## src/rtl/clb_pkg.sv

```systemverilog
// Shared definitions for the CLB configuration loader: frame constants,
// FSM state codes and the LUT configuration word type.
package clb_pkg;

  localparam int         LUT_INPUTS_DEF = 4;
  localparam int         CFG_W          = 2 ** LUT_INPUTS_DEF;
  localparam int         CFG_BYTES      = CFG_W / 8;
  localparam logic [7:0] SYNC_BYTE_DEF  = 8'hA5;
  localparam int         TIMEOUT_DEF    = 255;

  typedef logic [CFG_W-1:0] cfg_word_t;

  // Plain-constant state codes keep the encoding stable for older tools.
  localparam int STATE_W = 3;
  typedef logic [STATE_W-1:0] state_t;

  localparam state_t ST_IDLE  = 3'd0;
  localparam state_t ST_ADDR  = 3'd1;
  localparam state_t ST_DATA  = 3'd2;
  localparam state_t ST_CHK   = 3'd3;
  localparam state_t ST_WRITE = 3'd4;

endpackage

```

## src/rtl/clb_cfg_timeout.sv

```systemverilog
// Inter-byte watchdog: reloaded on every accepted byte, counts down on idle
// cycles inside a frame and flags expiry on the idle cycle that exhausts it.
module clb_cfg_timeout #(
  parameter int TIMEOUT = 255,
  parameter int CNT_W   = 8
) (
  input  logic clk,
  input  logic rst_n,
  input  logic load,
  input  logic tick,
  output logic expire
);

  logic [CNT_W-1:0] cnt_q;
  logic [CNT_W-1:0] cnt_d;

  // Reload on accept, otherwise count one idle cycle down per tick.
  always_comb begin
    cnt_d = cnt_q;
    if (load) begin
      cnt_d = CNT_W'(TIMEOUT);
    end else if (tick && (cnt_q != '0)) begin
      cnt_d = cnt_q - 1'b1;
    end
  end

  assign expire = tick && !load && (cnt_q == CNT_W'(1));

  // Counter register, cleared by reset.
  always_ff @(posedge clk or negedge rst_n) begin
    if (!rst_n) begin
      cnt_q <= '0;
    end else begin
      cnt_q <= cnt_d;
    end
  end

endmodule

```

## src/rtl/clb_cfg_loader.sv

```systemverilog
// Byte-serial configuration loader for the CLB LUT array. Collects framed
// packets (sync, address, data bytes little-endian, XOR checksum) and issues
// a single write into the LUT config registers per valid frame, keeping the
// CLB in config mode while a frame is in flight.
module clb_cfg_loader
  import clb_pkg::*;
#(
  parameter int         NUM_LUTS   = 8,
  parameter int         LUT_INPUTS = LUT_INPUTS_DEF,
  parameter int         ADDR_W     = 3,
  parameter logic [7:0] SYNC_BYTE  = SYNC_BYTE_DEF,
  parameter int         TIMEOUT    = TIMEOUT_DEF
) (
  input  logic                       clk,
  input  logic                       rst_n,
  input  logic                       ena,
  input  logic [7:0]                 rx_data,
  input  logic                       rx_valid,
  output logic                       rx_ready,
  output logic                       cfg_we,
  output logic [ADDR_W-1:0]          cfg_addr,
  output logic [(2**LUT_INPUTS)-1:0] cfg_wdata,
  output logic                       cfg_mode,
  output logic                       frame_ok,
  output logic                       frame_err,
  output logic                       busy
);

  localparam int W      = 2 ** LUT_INPUTS;
  localparam int NBYTES = W / 8;
  localparam int CNT_W  = $clog2(NBYTES) + 1;
  localparam int TO_W   = $clog2(TIMEOUT + 1);

  state_t            state_q,     state_d;
  logic [7:0]        addr_q,      addr_d;
  logic [7:0]        acc_q,       acc_d;
  logic [CNT_W-1:0]  byte_cnt_q,  byte_cnt_d;
  logic [W-1:0]      data_q,      data_d;
  logic              cfg_we_q,    cfg_we_d;
  logic [ADDR_W-1:0] cfg_addr_q,  cfg_addr_d;
  logic [W-1:0]      cfg_wdata_q, cfg_wdata_d;
  logic              cfg_mode_q,  cfg_mode_d;
  logic              frame_ok_q,  frame_ok_d;
  logic              frame_err_q, frame_err_d;

  logic accept;
  logic in_frame;
  logic to_tick;
  logic to_expire;
  logic addr_legal;

  assign rx_ready   = ena && (state_q != ST_WRITE);
  assign accept     = rx_valid && rx_ready;
  assign in_frame   = (state_q == ST_ADDR) || (state_q == ST_DATA) || (state_q == ST_CHK);
  assign to_tick    = ena && in_frame && !accept;
  assign addr_legal = ({24'd0, addr_q} < 32'(NUM_LUTS));

  clb_cfg_timeout #(
    .TIMEOUT (TIMEOUT),
    .CNT_W   (TO_W)
  ) u_timeout (
    .clk    (clk),
    .rst_n  (rst_n),
    .load   (accept),
    .tick   (to_tick),
    .expire (to_expire)
  );

  // Frame FSM: everything holds while ena is low; strobes last one enabled cycle.
  always_comb begin
    state_d     = state_q;
    addr_d      = addr_q;
    acc_d       = acc_q;
    byte_cnt_d  = byte_cnt_q;
    data_d      = data_q;
    cfg_we_d    = cfg_we_q;
    cfg_addr_d  = cfg_addr_q;
    cfg_wdata_d = cfg_wdata_q;
    cfg_mode_d  = cfg_mode_q;
    frame_ok_d  = frame_ok_q;
    frame_err_d = frame_err_q;

    if (ena) begin
      cfg_we_d   = 1'b0;
      frame_ok_d = 1'b0;

      case (state_q)
        ST_IDLE: begin
          if (accept && (rx_data == SYNC_BYTE)) begin
            state_d     = ST_ADDR;
            frame_err_d = 1'b0;
            cfg_mode_d  = 1'b1;
            acc_d       = '0;
            byte_cnt_d  = '0;
          end
        end

        ST_ADDR: begin
          if (accept) begin
            addr_d     = rx_data;
            acc_d      = rx_data;
            byte_cnt_d = '0;
            state_d    = ST_DATA;
          end else if (to_expire) begin
            frame_err_d = 1'b1;
            cfg_mode_d  = 1'b0;
            state_d     = ST_IDLE;
          end
        end

        ST_DATA: begin
          if (accept) begin
            data_d     = (data_q >> 8) | (W'(rx_data) << (W - 8));
            acc_d      = acc_q ^ rx_data;
            byte_cnt_d = byte_cnt_q + 1'b1;
            if (byte_cnt_q == CNT_W'(NBYTES - 1)) begin
              state_d = ST_CHK;
            end
          end else if (to_expire) begin
            frame_err_d = 1'b1;
            cfg_mode_d  = 1'b0;
            state_d     = ST_IDLE;
          end
        end

        ST_CHK: begin
          if (accept) begin
            if ((rx_data == acc_q) && addr_legal) begin
              state_d     = ST_WRITE;
              cfg_we_d    = 1'b1;
              frame_ok_d  = 1'b1;
              cfg_addr_d  = addr_q[ADDR_W-1:0];
              cfg_wdata_d = data_q;
            end else begin
              frame_err_d = 1'b1;
              cfg_mode_d  = 1'b0;
              state_d     = ST_IDLE;
            end
          end else if (to_expire) begin
            frame_err_d = 1'b1;
            cfg_mode_d  = 1'b0;
            state_d     = ST_IDLE;
          end
        end

        ST_WRITE: begin
          state_d    = ST_IDLE;
          cfg_mode_d = 1'b0;
        end

        default: begin
          state_d    = ST_IDLE;
          cfg_mode_d = 1'b0;
        end
      endcase
    end
  end

  // State and output registers, cleared immediately by reset.
  always_ff @(posedge clk or negedge rst_n) begin
    if (!rst_n) begin
      state_q     <= ST_IDLE;
      addr_q      <= '0;
      acc_q       <= '0;
      byte_cnt_q  <= '0;
      data_q      <= '0;
      cfg_we_q    <= 1'b0;
      cfg_addr_q  <= '0;
      cfg_wdata_q <= '0;
      cfg_mode_q  <= 1'b0;
      frame_ok_q  <= 1'b0;
      frame_err_q <= 1'b0;
    end else begin
      state_q     <= state_d;
      addr_q      <= addr_d;
      acc_q       <= acc_d;
      byte_cnt_q  <= byte_cnt_d;
      data_q      <= data_d;
      cfg_we_q    <= cfg_we_d;
      cfg_addr_q  <= cfg_addr_d;
      cfg_wdata_q <= cfg_wdata_d;
      cfg_mode_q  <= cfg_mode_d;
      frame_ok_q  <= frame_ok_d;
      frame_err_q <= frame_err_d;
    end
  end

  assign cfg_we    = cfg_we_q;
  assign cfg_addr  = cfg_addr_q;
  assign cfg_wdata = cfg_wdata_q;
  assign cfg_mode  = cfg_mode_q;
  assign frame_ok  = frame_ok_q;
  assign frame_err = frame_err_q;
  assign busy      = (state_q != ST_IDLE);

endmodule
```

## config.mk

```make
export PLATFORM = sky130hd
export DESIGN_NAME = clb_cfg_loader
export DESIGN_NICKNAME = d
export VERILOG_FILES = /design/src/rtl/clb_pkg.sv /design/src/rtl/clb_cfg_timeout.sv /design/src/rtl/clb_cfg_loader.sv
export SDC_FILE = /design/constraint.sdc
export NUM_CORES = 1
export LEC_CHECK = 0
export CAP_MARGIN = 25
export CORE_MARGIN = 2
export CORE_UTILIZATION = 40
export CTS_CLUSTER_DIAMETER = 150
export CTS_CLUSTER_SIZE = 28
export DETAILED_ROUTE_END_ITERATION = 6
export GPL_TIMING_DRIVEN = 1
export RECOVER_POWER = 50
export SYNTH_ARGS = -nofsm -noshare
export SYNTH_HDL_FRONTEND = slang
export SYNTH_SLANG_ARGS = --single-unit
```

## constraint.sdc

```tcl
create_clock -name clk -period 2.7 [get_ports clk]
set_clock_uncertainty 0.05 [all_clocks]
set_input_delay 0.405 -clock clk [delete_from_list [all_inputs] [get_ports clk]]
set_output_delay 0.405 -clock clk [all_outputs]
set_load 0.02 [all_outputs]
```

; ---- Yosys cells after proc, flatten, opt, wreduce, memory -nomap -nowiden
; Index checks and enable logic that the tools add are counted.
[word_totals]
reg_bits = 67
inputBits = 12
[classes]
addsub = 2
n_lt_le_gt_ge = 1
eq_ne = 14
mux = 33
bitwise_logic = 2
reduce_logical = 26
[op_table]
columns = cell, count
row1 = 8-bit two-way mux, 5
row2 = 8-bit case mux with 3 select lines, 1
row3 = 3-bit two-way mux, 7
row4 = 8-bit by 16-bit bitwise OR with 16-bit output, 1
row5 = 1-bit two-way mux, 13
row6 = 3-bit case mux with 4 select lines, 1
row7 = 5-bit AND reduction, 2
row8 = 1-bit logical AND, 9
row9 = 3-bit AND reduction, 3
row10 = 3-bit nonzero test, 3
row11 = 8-bit by 1-bit equality test with 1-bit output (second input constant), 1
row12 = 8-bit equality test, 1
row13 = 8-bit equality test (second input constant), 1
row14 = 8-bit by 4-bit less-than comparator with 1-bit output (second input constant), 1
row15 = 2-bit inequality test (second input constant), 4
row16 = 4-bit AND reduction, 2
row17 = 8-bit nonzero test, 1
row18 = 8-bit by 1-bit subtractor with 8-bit output (second input constant), 1
row19 = 8-bit bitwise XOR, 1
row20 = 3-bit by 2-bit equality test with 1-bit output (second input constant), 2
row21 = 2-bit two-way mux, 3
row22 = 3-bit inequality test (second input constant), 2
row23 = 1-bit case mux with 3 select lines, 2
row24 = 2-bit case mux with 3 select lines, 1
row25 = 9 further kinds, 10

; ---- Longest topological paths before layout
[logic_depth]
word_depth = 10
mapped_depth = 6

; ---- By module
; From an unflattened synthesis, not the netlist that was laid out.
[unflattened]
hier_cells = 304
area_unflattened_um2 = 3241.9
[by_module_without_submodules]
columns = mod, instances, cells_each, area_per_inst_um2
row1 = clb_cfg_loader, 1, 253, 2743.9
row2 = clb_cfg_timeout, 1, 51, 498.0

; ---- Worst setup path after synthesis
; OpenSTA, ideal clock, no wires.
[synth_path]
path_type = register to register
start = reg addr_q[6]
end = reg cfg_addr_q[2] (netlist: cfg_addr[2])
setup_time_ns = 0.125
arrival_ns = 1.890
t_required_ns = 2.525
slack_ns = 0.635
path_stages_with_launch = 7
n_path_buf = 2
cell_sequence = dfrtp_1 or4_4 nor4_2 and3_1 buf_6 buf_12 mux2_4
[synth_between]
elab_chain_len = 3
[synth_rtl]
columns = item, line
row1 = "start, declared", clb_cfg_loader.sv:35  ; logic [7:0] addr_q, addr_d;
row2 = "start signal, assigned", clb_cfg_loader.sv:175  ; addr_q <= addr_d;
row3 = 8-bit by 4-bit less-than comparator with 1-bit output, clb_cfg_loader.sv:56  ; assign addr_legal = ({24'd0, addr_q} < 32'(NUM_LUTS));
row4 = 1-bit logical AND, clb_cfg_loader.sv:128  ; if ((rx_data == acc_q) && addr_legal) begin
row5 = 4-bit AND reduction (no line), n/a
row6 = "end signal, assigned", clb_cfg_loader.sv:180  ; cfg_addr_q <= cfg_addr_d;
row7 = "end, declared", clb_cfg_loader.sv:40  ; logic [ADDR_W-1:0] cfg_addr_q, cfg_addr_d;
; Every way passes these cells.
; A chain may end at the register's enable or synchronous reset.

; ---- Worst setup path after layout
[layout_path]
start = reg state_q[2]
end = out rx_ready
[layout_between]
elab_chain_len = 2
[layout_rtl]
columns = item, line
row1 = "start, declared", clb_cfg_loader.sv:34  ; state_t state_q, state_d;
row2 = "start signal, assigned", clb_cfg_loader.sv:174  ; state_q <= state_d;
row3 = 3-bit inequality test, clb_cfg_loader.sv:52  ; assign rx_ready = ena && (state_q != ST_WRITE);
row4 = 1-bit logical AND, clb_cfg_loader.sv:52
row5 = "end, declared", clb_cfg_loader.sv:19  ; output logic rx_ready,
; Every way passes these cells.

==> results.md <==
- Outcome: complete, no violations
- Worst-Skew Late Latency: ~0.35 ns
- Routed len/inst: 15.5 um
- Final net count: around 330
- Area Growth Syn to Fin: 22.4%
- Synth async-reset ratio: between 90% and 100%
- # port buffers: 36
- Gr ovfl total: 0
- Maximum fanout along the worst path: 13
- # hold bufs at CTS: 0
- Die area: 8630 um^2
- GR Util met3: under 10%
- Setup tns final: 0 ns
- FILL cells: 697
- Worst Max-Slew Pin Slew: between 1 and 1.5 ns
- MaxCap Viol Count: 0
- Worst path arrival time: approximately 2 ns
- Clock sinks: 67
- Crit path cell chain: nor3b_1 -> buf_4 -> nor2_1 -> clkdlybuf4s50_1
- Yosys warns: 0
- Total CTS buffers: 9
- GR peak layer: met2
- GR Util met1: 22.3%
- Unrepaired setup endpoints after global routing: false
- H-tree depth: 3
- Share of cells above drive strength 1: between 20% and 30%
- DP HPWL: ~4.5 mm
- Worst path top cell family by delay: buffers and inverters
- Cells after synthesis: between 200 and 300
- Multi-input gate area: between 1000 and 1500 um^2
- Storage element area: around 1700 um^2
- Final setup viols: 0
- Placement-stage cell area: approximately 3700 um^2
- Synthesized Nets: 284
- Max incr delay on CP: approximately 0.61 ns
- WS Path Type: flip-flop to output port
- Leak pwr: ~1.8 nW
- First-pass GRT wire length: 11.2 mm
- Clock transition at path regs: ~0.080 ns
- Initial antenna violation count: 0
- Final Hold Fails: 0
- Sequential-to-total area share from yosys stat: a little over half
- Final worst path period need: 2.41 ns
- Gr usage total: between 10% and 20%
- First-pass detailed-route iteration total: 4
- CP required: roughly 2.3 ns
- # diodes: 0
- Fin util: between 50% and 60%
- CTS-repair resized insts: 0
- Crit start category: flip-flop
- Worst min path class: input port to asynchronous set/reset pin
- Critical-path top delay cell: clkdlybuf4s50_1
- Largest net degree at the start of global routing: 27
- Placer Congestion: about 0.84
- Most used DFF post-synth: dfrtp_1
- Max rail drop VDD: 0.369 mV
- Rows: 32
- Power Density: ~760 nW/um^2
- Slew Limit Fails: 0
- Fin crit share: 89.2%
- DRT Wirelength: 6.57 mm
- Slew HR: 5.18%
- Post-CTS Setup Bufs: 0
- Core box area: between 7000 and 8000 um^2
- EDFF count, synth: 0
- Chip width: between 90 and 100 um
- Final ANT Viol Nets: 0
- Synthesized area: roughly 3200 um^2
- Io pins: 37
- Syn avg cell area: 11.8 um^2
- Vias per cell: about 5.3
- Max Buffers Root-to-Sink: 2
- CP endpoint kind: output port
- CTS Root Cell: clkbuf_8
- DRT iter0 DRCs: roughly 100
- CTS tree: yes
- Starting density of the core: about two fifths
- Vias post-DR: around 2200
- Register bit count reported by yosys: 67
- Fmax: between 400 and 500 MHz
- GRT met2 Usage: 26.1%
- Die H: ~93 um
- CP bufs+invs: 2
- DRC: 0
- Vias in the first global route: about 2300
- Final Instance Area: between 3000 and 4000 um^2
- Netlist cell types: 52
sequential cells by signal (all words and copies together), names as in the netlist:
name / count
acc_q: 8
addr_q: 8
byte_cnt_q: 2
cfg_addr: 3
cfg_mode: 1
cfg_wdata: 16
data_q: 16
frame_err: 1
frame_ok: 1
state_q: 3
u_timeout.cnt_q: 8
worst paths after layout:
path	from	endpoint	slack, ns	depth (start not counted)
min in group clk	addr_q[3]	addr_q[3]	0.43	2
hold / removal	rst_n	data_q[13]	0.33	1
max in group asynchronous	rst_n	cfg_addr[1]	1.00	2
setup / recovery	state_q[2]	rx_ready	0.29	4
setup reg to reg	addr_q[6]	cfg_wdata[4]	0.45	5
hold reg to reg	addr_q[3]	addr_q[3]	0.43	2
cell usage after synthesis (4+ instances only):
| master | instances | area (um^2) |
|---|---|---|
| mux2_2 | 26 | 293 |
| dfrtp_1 | 67 | 1680 |
| nand2b_1 | 5 | 31.3 |
| xor2_1 | 9 | 78.8 |
| o21ai_0 | 16 | 80.1 |
| a31oi_1 | 4 | 25.0 |
| mux2_4 | 8 | 120 |
| nand3_1 | 6 | 30.0 |
| nand2_1 | 26 | 97.6 |
| o2bb2ai_1 | 8 | 70.1 |
| inv_1 | 8 | 30.0 |
| nor2_1 | 6 | 22.5 |
| clkbuf_1 | 11 | 41.3 |
| a22o_1 | 8 | 70.1 |
| ha_1 | 4 | 50.1 |
| nor3_1 | 6 | 30.0 |
power breakdown:
group | internal [mW] | switching, mW
Combinational | 0.346 | 0.305
Sequential | 1.26 | 0.205
Clock | 0.424 | 0.384
Total | 2.03 | 0.894
routing by layer:
layer / wire length (um) / share of wire, %
met1: 3110 / 47
met2: 3060 / 47
met3: 243 / 3.7
met4: 158 / 2.4
met5: 0 / 0
placed cells by master, fill, tap and decap left out, types with 3 or more instances in the layout:
| cell type | count |
|---|---|
| nor2_1 | 6 |
| nand2_1 | 26 |
| a22o_1 | 8 |
| nand2b_1 | 5 |
| nand3_1 | 6 |
| clkbuf_8 | 9 |
| inv_1 | 8 |
| buf_4 | 12 |
| a21oi_1 | 3 |
| xor2_1 | 9 |
| a31oi_1 | 4 |
| ha_1 | 4 |
| o2bb2ai_1 | 8 |
| or3_1 | 3 |
| dlygate4sd3_1 | 12 |
| clkdlybuf4s50_1 | 23 |
| dfrtp_1 | 67 |
| mux2_2 | 26 |
| o21ai_0 | 16 |
| mux2_4 | 8 |
| and3_1 | 3 |
| nor3_1 | 6 |
| clkinv_2 | 3 |
| o211ai_1 | 3 |
| clkbuf_1 | 3 |
worst reg2reg max path: stages, from the launching register on:
cell and delay [ns]:
dfrtp_1 0.39, or4_4 0.54, nor4_2 0.36, and3_1 0.24
buf_4 0.21, mux2_2 0.35
final cells by class:
type	instances	area share, %
Sequential cell	67	43.4
Multi-Input combinational cell	179	35.5
Timing Repair Buffer	51	12.3
Clock buffer	11	3.40
Tap cell	102	3.30
Clock inverter	5	1.39
Inverter	8	0.776
metrics by stage:
stage / total power [mW] / hold WS, ns / setup slack, ns / cells
2_1_floorplan: 1.93 / 0.0594 / 0.635 / 268
3_3_place_gp: 2.12 / 0.404 / 0.0874 / 407
3_5_place_dp: 2.15 / 0.404 / 0.0613 / 407
4_1_cts: 2.97 / 0.0196 / 0.248 / 423
5_1_grt: 3.12 / 0.443 / 0.175 / 423
6_report: 2.93 / 0.326 / 0.293 / 423
cells by family (layout without fill, tap and decap cells):
kind of cell / after synthesis / in the layout / share of synthesized area (%)
and+or+nand+nor: 75 / 75 / 13.1
DFF: 67 / 67 / 53.0
AOI/OAI and AO/OA: 53 / 53 / 12.0
muxes: 36 / 36 / 13.7
buffers and inverters: 22 / 75 / 3.48
xor gates and xnor gates: 11 / 11 / 3.05
adders and majority gates: 4 / 4 / 1.58
Power figures use the tool's default switching activity.
